`src/rtl/half_adder_pkg.sv`:
```
// Shared constants and helpers for the half_adder block.
// Holds the default lane count, the default carry counter width and the
// helpers that size and compute the per-transaction carry increment.
package half_adder_pkg;

    // Default number of independent half-adder lanes.
    localparam int HA_DEFAULT_WIDTH = 1;

    // Default width of the carry event counter.
    localparam int HA_DEFAULT_CNT_W = 16;

    // Widest lane vector the block supports.
    localparam int HA_MAX_WIDTH = 64;

    // Width of a popcount result over the widest lane vector (0..64 needs 7 bits).
    localparam int HA_POP_W = 7;

    // Bits needed to hold a carry increment for a given lane count:
    // ceil(log2(width+1)), so that "all lanes carry" is representable.
    function automatic int inc_width(input int width);
        return (width < 1) ? 1 : $clog2(width + 1);
    endfunction

    // Number of set bits in a lane vector, zero-extended to the widest size.
    function automatic logic [HA_POP_W-1:0] popcount64(input logic [HA_MAX_WIDTH-1:0] v);
        logic [HA_POP_W-1:0] n;
        n = '0;
        for (int i = 0; i < HA_MAX_WIDTH; i++) begin
            n = n + HA_POP_W'(v[i]);
        end
        return n;
    endfunction

endpackage

```
`src/rtl/half_adder_cell.sv`:
```
// One combinational half-adder lane: sum is the XOR, carry the AND.
// No state, no clock; the top level registers the results.
module half_adder_cell (
    input  logic a,
    input  logic b,
    output logic s,
    output logic c
);

    assign s = a ^ b;
    assign c = a & b;

endmodule

```
`src/rtl/half_adder.sv`:
```
// Registered, multi-lane half adder with an optional carry event counter.
//
// Optional feature macro: HALF_ADDER_CARRY_CNT_EN
//   defined   -> cnt_clr / carry_cnt ports and the saturating carry counter
//   undefined -> those ports and that logic are absent; s, c, out_valid unchanged
//
// Handshake: a transfer happens on every rising clk edge where in_valid is
// high. There is no ready signal; the block accepts a new input every cycle.
// out_valid is high for exactly the one cycle after each accepted input, and
// s/c keep the last accepted result while out_valid is low. a and b are
// don't-care (X allowed) whenever in_valid is low.
module half_adder
    import half_adder_pkg::*;
#(
    parameter int WIDTH = HA_DEFAULT_WIDTH,
    parameter int CNT_W = HA_DEFAULT_CNT_W
) (
    input  logic             clk,
    input  logic             rst,
    input  logic [WIDTH-1:0] a,
    input  logic [WIDTH-1:0] b,
    input  logic             in_valid,
    output logic [WIDTH-1:0] s,
    output logic [WIDTH-1:0] c,
    output logic             out_valid
`ifdef HALF_ADDER_CARRY_CNT_EN
    ,
    input  logic             cnt_clr,
    output logic [CNT_W-1:0] carry_cnt
`endif
);

    // Elaboration-time guards on the legal parameter ranges.
    if (WIDTH < 1 || WIDTH > HA_MAX_WIDTH) begin : g_width_check
        $error("half_adder: WIDTH must be in 1..64");
    end
    if (CNT_W < 1) begin : g_cnt_w_check
        $error("half_adder: CNT_W must be at least 1");
    end

    // Combinational per-lane results feeding the output registers.
    logic [WIDTH-1:0] s_comb;
    logic [WIDTH-1:0] c_comb;

    for (genvar i = 0; i < WIDTH; i++) begin : g_lane
        half_adder_cell u_cell (
            .a (a[i]),
            .b (b[i]),
            .s (s_comb[i]),
            .c (c_comb[i])
        );
    end

    // Result registers: load only on an accepted input, otherwise hold.
    always_ff @(posedge clk or posedge rst) begin
        if (rst) begin
            s <= '0;
            c <= '0;
        end else if (in_valid) begin
            s <= s_comb;
            c <= c_comb;
        end
    end

    // Valid register: one-cycle pulse following each accepted input.
    always_ff @(posedge clk or posedge rst) begin
        if (rst) begin
            out_valid <= 1'b0;
        end else begin
            out_valid <= in_valid;
        end
    end

`ifdef HALF_ADDER_CARRY_CNT_EN
    // Increment is the number of lanes that carry in this input. The sum is
    // formed one bit wider than either operand so the saturation compare
    // never sees a wrapped value.
    localparam int INC_W = inc_width(WIDTH);
    localparam int SUM_W = ((CNT_W > INC_W) ? CNT_W : INC_W) + 1;

    logic [INC_W-1:0] carry_inc;
    logic [SUM_W-1:0] cnt_sum;
    logic [SUM_W-1:0] cnt_max;

    assign carry_inc = INC_W'(popcount64(HA_MAX_WIDTH'(c_comb)));
    assign cnt_sum   = SUM_W'(carry_cnt) + SUM_W'(carry_inc);
    assign cnt_max   = SUM_W'({CNT_W{1'b1}});

    // Saturating carry counter; a clear wins over that cycle's increment.
    always_ff @(posedge clk or posedge rst) begin
        if (rst) begin
            carry_cnt <= '0;
        end else if (cnt_clr) begin
            carry_cnt <= '0;
        end else if (in_valid) begin
            if (cnt_sum > cnt_max) begin
                carry_cnt <= {CNT_W{1'b1}};
            end else begin
                carry_cnt <= cnt_sum[CNT_W-1:0];
            end
        end
    end
`endif

endmodule

```
`config.mk`:
```
export PLATFORM = sky130hd
export DESIGN_NAME = half_adder
export DESIGN_NICKNAME = d
export VERILOG_FILES = /design/src/rtl/half_adder_pkg.sv /design/src/rtl/half_adder_cell.sv /design/src/rtl/half_adder.sv
export SDC_FILE = /design/constraint.sdc
export NUM_CORES = 1
export LEC_CHECK = 0
export CAP_MARGIN = 15
export CORE_AREA = 2 2 39 41
export DETAILED_ROUTE_END_ITERATION = 6
export DIE_AREA = 0 0 41 43
export PLACE_DENSITY = 0.3
export SETUP_SLACK_MARGIN = 0.02
export SYNTH_ARGS = -nofsm -noshare
export SYNTH_HDL_FRONTEND = slang
export SYNTH_HIERARCHICAL = 1
export SYNTH_SLANG_ARGS = --single-unit
export TNS_END_PERCENT = 50
```
`constraint.sdc`:
```
create_clock -name clk -period 1.9 [get_ports clk]
set_input_delay 0.38 -clock clk [delete_from_list [all_inputs] [get_ports clk]]
set_output_delay 0.38 -clock clk [all_outputs]
set_load 0.01 [all_outputs]
```
==> results of run 1 <==
kinds of logic (layout without fill, tap and decap cells):
logic type,after synthesis,count (layout),synth area share (%)
buffers and inverters,1,12,3.294
DFF,3,3,65.93
adders and majority gates,1,1,10.99
muxes,2,2,19.78
synthesized netlist by cell type (all sizes together):
| master | instances | area [µm²] |
|---|---|---|
| dfrtp | 3 | 75.07 |
| ha | 1 | 12.51 |
| inv | 1 | 3.750 |
| mux2 | 2 | 22.52 |
metal layers:
layer | up-vias | routed length, µm | track usage, %
li1 | 44 | - | -
met1 | 33 | 124 | 4.221
met5 | - | 0 | 0
met3 | 0 | 60 | 4.712
met4 | 0 | 0 | 6.000
met2 | 8 | 92 | 3.750
power groups by stage:
stage	clock network, mW	logic, mW	registers (mW)
3_5_place_dp	0	0.0336	0.0744
5_1_grt	0.123	0.0370	0.0743
2_1_floorplan	0	0.00720	0.0769
6_report	0.110	0.0334	0.0734
4_1_cts	0.116	0.0340	0.0735
3_3_place_gp	0	0.0333	0.0742
state kept, by name, summed over array words and instances, names as in the netlist:
name / cells
c: 1
out_valid: 1
s: 1
stage by stage:
step                      total power, mW  setup slack (ns)  cells  hold slack (ns)
after floorplan                   0.08415            0.8881      7           0.1336
after global placement             0.1075            0.4324     30           0.5017
after detailed placement           0.1080            0.4175     30           0.5082
after CTS                          0.2239            0.3977     34           0.3226
after global routing               0.2343            0.3525     34           0.3269
final                              0.2167            0.4131     34           0.3220
cell type report:
cell class	count	area, µm²	share of cell area [%]
clock buffers	4	26.28	11.41
flip-flops and latches	3	75.07	32.61
inverters	1	3.754	1.630
repair buffers	7	70.07	30.43
well taps	16	20.02	8.696
multi-input cells	3	35.03	15.22
worst min path at each step:
| stage | end |
|---|---|
| 2_1_floorplan | c |
| 3_3_place_gp | c |
| 3_5_place_dp | c |
| 4_1_cts | out_valid |
| 5_1_grt | out_valid |
| 6_report | out_valid |
==> impl_metrics.yaml, run 1 <==
run_status:
  status: "complete, no violations"
timing:
  fin_crit_sh_pct: 78.26
  min_period_ns: 1.487
  finalSetupViolCount: 0
  drv_slew: 0
  relSlewSlack_pct: 91.18
  tns_ns: 0
  rsz0062_at_grt: "no"
  finalHoldViolCount: 0
  worstMarginPinSlew_ns: 0.1318
  skew_ns: 0
  fmax_mhz: 672.6
power:
  switching_share_pct: 20.76
  ir_worst_vdd_mv: 0.1528
  netSwitchingPower_mw: 0.04498
  clockPowerShare_pct: 50.7
  p_comb_share_pct: 15.4
  p_per_area_nw_per_um2: 941.1
  seq_power_share_pct: 33.9
  leakage_nw: 0.1002
  intPower_mw: 0.1717
yosys:
  yosysWarnings: 6
  syn-cell-area_um2: 113.9
  ys_seq_area_share_pct: 65.93
  avgSynthCellArea_um2: 16.27
  synth_seq_cells: 3
  postSynthCellCount: 7
  synth_fp_nets: 13
  synth_cell_type_count: 4
clock_tree:
  clkTransAtPathRegs_ns: 0.04
  cts-buffers-inserted: 3
  clk_path_buf_depth: 2
  tritoncts: "done"
  cts_hold_buf: 0
  root_buffer: "clkbuf_4"
  cts.htree.levels: 1
  clk_latency_ns: 0.23
  cts_num_sinks: 3
  postCtsResizedCells: 0
  post_cts_buffers: 0
setup_path:
  cp_slowest_cell: "clkdlybuf4s50_1"
  worst_ep_arrival_time_ns: 1.11
  setup.worst_path.end: "s"
  crit_path_end_kind: "primary output"
  path_cells: "clkdlybuf4s50_1"
  worst_path_dominant_cell_family: "buffers and inverters"
  path_buf_inv: 1
  reg2reg_depth: 1
  required_ns: 1.52
  critical_path_class: "flop to primary output"
  critPathMaxFanout: 2
  crit_start: "s"
  r2r_setup_slack_ns: 1.15
  r2r-end: "s"
  r2r_start: "s"
  critPathLaunchType: "flop"
  cpPeakStageDelay_ns: 0.54
  cp.depth: 1
grt:
  grt_first_pass_wirelength_um: 393
  grt_max_degree: 4
  antenna_found_initial: 0
  grt_pass1_vias: 103
  grt_usage_pct: 4.330
  overflow: 0
finish:
  final_util_pct: 16.64
  drive_gt1_share_pct: 27.78
  synthToLayoutAreaGrowth_pct: 102.2
  nets: 25
  layout_common_cells: "clkdlybuf4s50_1, dfrtp_1, clkbuf_4, mux2_2"
  finish.instance_area_um2: 230.2
  antenna_cells: 0
  fillers: 152
  layout_commonest_cell: "clkdlybuf4s50_1"
routing:
  routed_wl_um: 276
  num_vias: 85
  drtAntennaViolNets: 0
  drt_iter0_markers: 0
  via_per_inst: 2.500
  drc: 0
  first_pass_iters: 1
  wl_per_cell_um: 8.118
floorplanning:
  die_width_um: 41
  rows: 14
  dieArea_um2: 1763
  die_h_um: 43
  coreArea_um2: 1384
  start_util_pct: 8.228
  ios: 8
placed_design:
  place_area_um2: 203.9
  io_buffers: 7
  gp_congestion: 0.5418
run:
  cap_violations: 0
worst_hold_path:
  min_path_type: "input pin to asynchronous set/reset pin"
(Power assumes the default switching activity.)
==> run 2, diff against run 1 <==
clock period = 1.3 ns   (was 1.9 ns; I/O delays follow)
==> run 2 against run 1 <==
- largest power group unchanged
- power is 47% higher
- clock power is 53% higher
- sequential power is 46% higher
==> impl_metrics.yaml, run 2 (synthesis results as in run 1) <==
placed_design:
  place_area_um2: 203.9
  gp_congestion: 0.5414
  dp_slack_ns: -0.06899
  io_buffers: 7
  dp_hpwl_um: 233.8
finish:
  antenna_cells: 0
  finish.instance_area_um2: 226.5
  layout_commonest_cell: "clkdlybuf4s50_1"
  reg.largest.list: "c x1, out_valid x1, s x1"
  nets: 25
  drive_gt1_share_pct: 27.78
  synthToLayoutAreaGrowth_pct: 98.90
  layout_common_cells: "clkdlybuf4s50_1, dfrtp_1, clkbuf_4, dlygate4sd2_1, mux2_2"
clock_tree:
  clk_latency_ns: 0.24
  cts_num_sinks: 3
  clk_path_buf_depth: 2
  root_buffer: "clkbuf_4"
  cts-buffers-inserted: 3
  cts.htree.levels: 1
  tritoncts: "done"
  cts_hold_buf: 0
  clkTransAtPathRegs_ns: 0.04
routing:
  routed_wl_um: 308
  drc: 0
  wl_per_cell_um: 9.059
  drtAntennaViolNets: 0
  drt_iter0_markers: 5
  first_pass_iters: 2
  via_per_inst: 2.971
  num_vias: 101
floorplanning:
  start_util_pct: 8.228
  die_h_um: 43
  coreArea_um2: 1384
  dieArea_um2: 1763
  ios: 8
  die_width_um: 41
  rows: 14
setup_path:
  cpPeakStageDelay_ns: 0.38
  cp_slowest_cell: "dfrtp_1"
  worst_ep_arrival_time_ns: 0.90
  critPathMaxFanout: 2
  worst_path_dominant_cell_family: "flip-flops"
  r2r_setup_slack_ns: 0.54
  crit_path_end_kind: "primary output"
  required_ns: 1.04
  path_buf_inv: 1
  critical_path_class: "flop to primary output"
  critPathLaunchType: "flop"
  path_cells: "dlygate4sd2_1"
run_status:
  status: "complete, no violations"
run:
  cap_violations: 0
timing:
  relSlewSlack_pct: 91.51
  rsz0062_at_grt: "no"
  layout_setup_ws_ns: 0.1426
  skew_ns: 0
  drv_slew: 0
  finalHoldViolCount: 0
  fin_crit_sh_pct: 89.03
  fmax_mhz: 864.0
  finalSetupViolCount: 0
  worstMarginPinSlew_ns: 0.1269
  min_period_ns: 1.157
grt:
  grt_usage_pct: 5.126
  grt_pass1_vias: 129
  overflow: 0
  grt_max_degree: 4
  antenna_found_initial: 0
  grt_first_pass_wirelength_um: 483
power:
  p_per_area_nw_per_um2: 1402
  leakage_nw: 0.1061
  ir_worst_vdd_mv: 0.2777
  power_mw: 0.3176
worst_hold_path:
  min_path_type: "input pin to asynchronous set/reset pin"
## run 2: cell types whose count changed in the layout (fill, tap and decap cells not counted), sizes merged
cell / delta
clkdlybuf4s50: -3
dlygate4sd2: +3
## run 2: per-layer routing
metal | global-route usage, % | part of all wire, % | vias to the layer above
met5 | 0 | 0 | -
met4 | 8.000 | 0 | 0
met3 | 4.712 | 19 | 0
met2 | 4.688 | 37 | 8
met1 | 4.839 | 44 | 49
li1 | - | - | 44
## run 2: worst paths after layout
kind | from | to | cells past startpoint
worst max-delay path | s | s | 1
worst min-delay path | rst | c | 2
max in group asynchronous | rst | out_valid | 2
min in group clk | c | c | 1
worst min register to register | c | c | 1
worst max register to register | s | s | 1
## run 2: final cells by class
cell class	count	area, µm²
fill	157	1157
multi-input combinational	3	35.03
clock buffer	4	26.28
tap	16	20.02
timing repair buffer	7	66.31
inverter	1	3.754
sequential	3	75.07
## run 2: power by group
part | switching [mW] | internal, mW | leakage, nW
sequential | 0.00415 | 0.103 | 0.0362
combinational | 0.0158 | 0.0266 | 0.0549
clock | 0.0529 | 0.115 | 0.0150
## run 2: stage by stage
step | hold WS [ns] | cells | setup TNS (ns) | utilization [%]
global placement | 0.4447 | 30 | -0.04638 | 14.74
floorplan | 0.01364 | 7 | 0 | -
CTS | 0.1968 | 34 | 0 | 16.37
global route | 0.2109 | 34 | 0 | 16.37
finish | 0.2003 | 34 | 0 | 16.37
detailed placement | 0.4446 | 30 | -0.06899 | 14.74
## run 2: timing repair
item	CTS	global route
resized for setup	3	0
buffers inserted	0	0
endpoints found under the setup margin	3	0
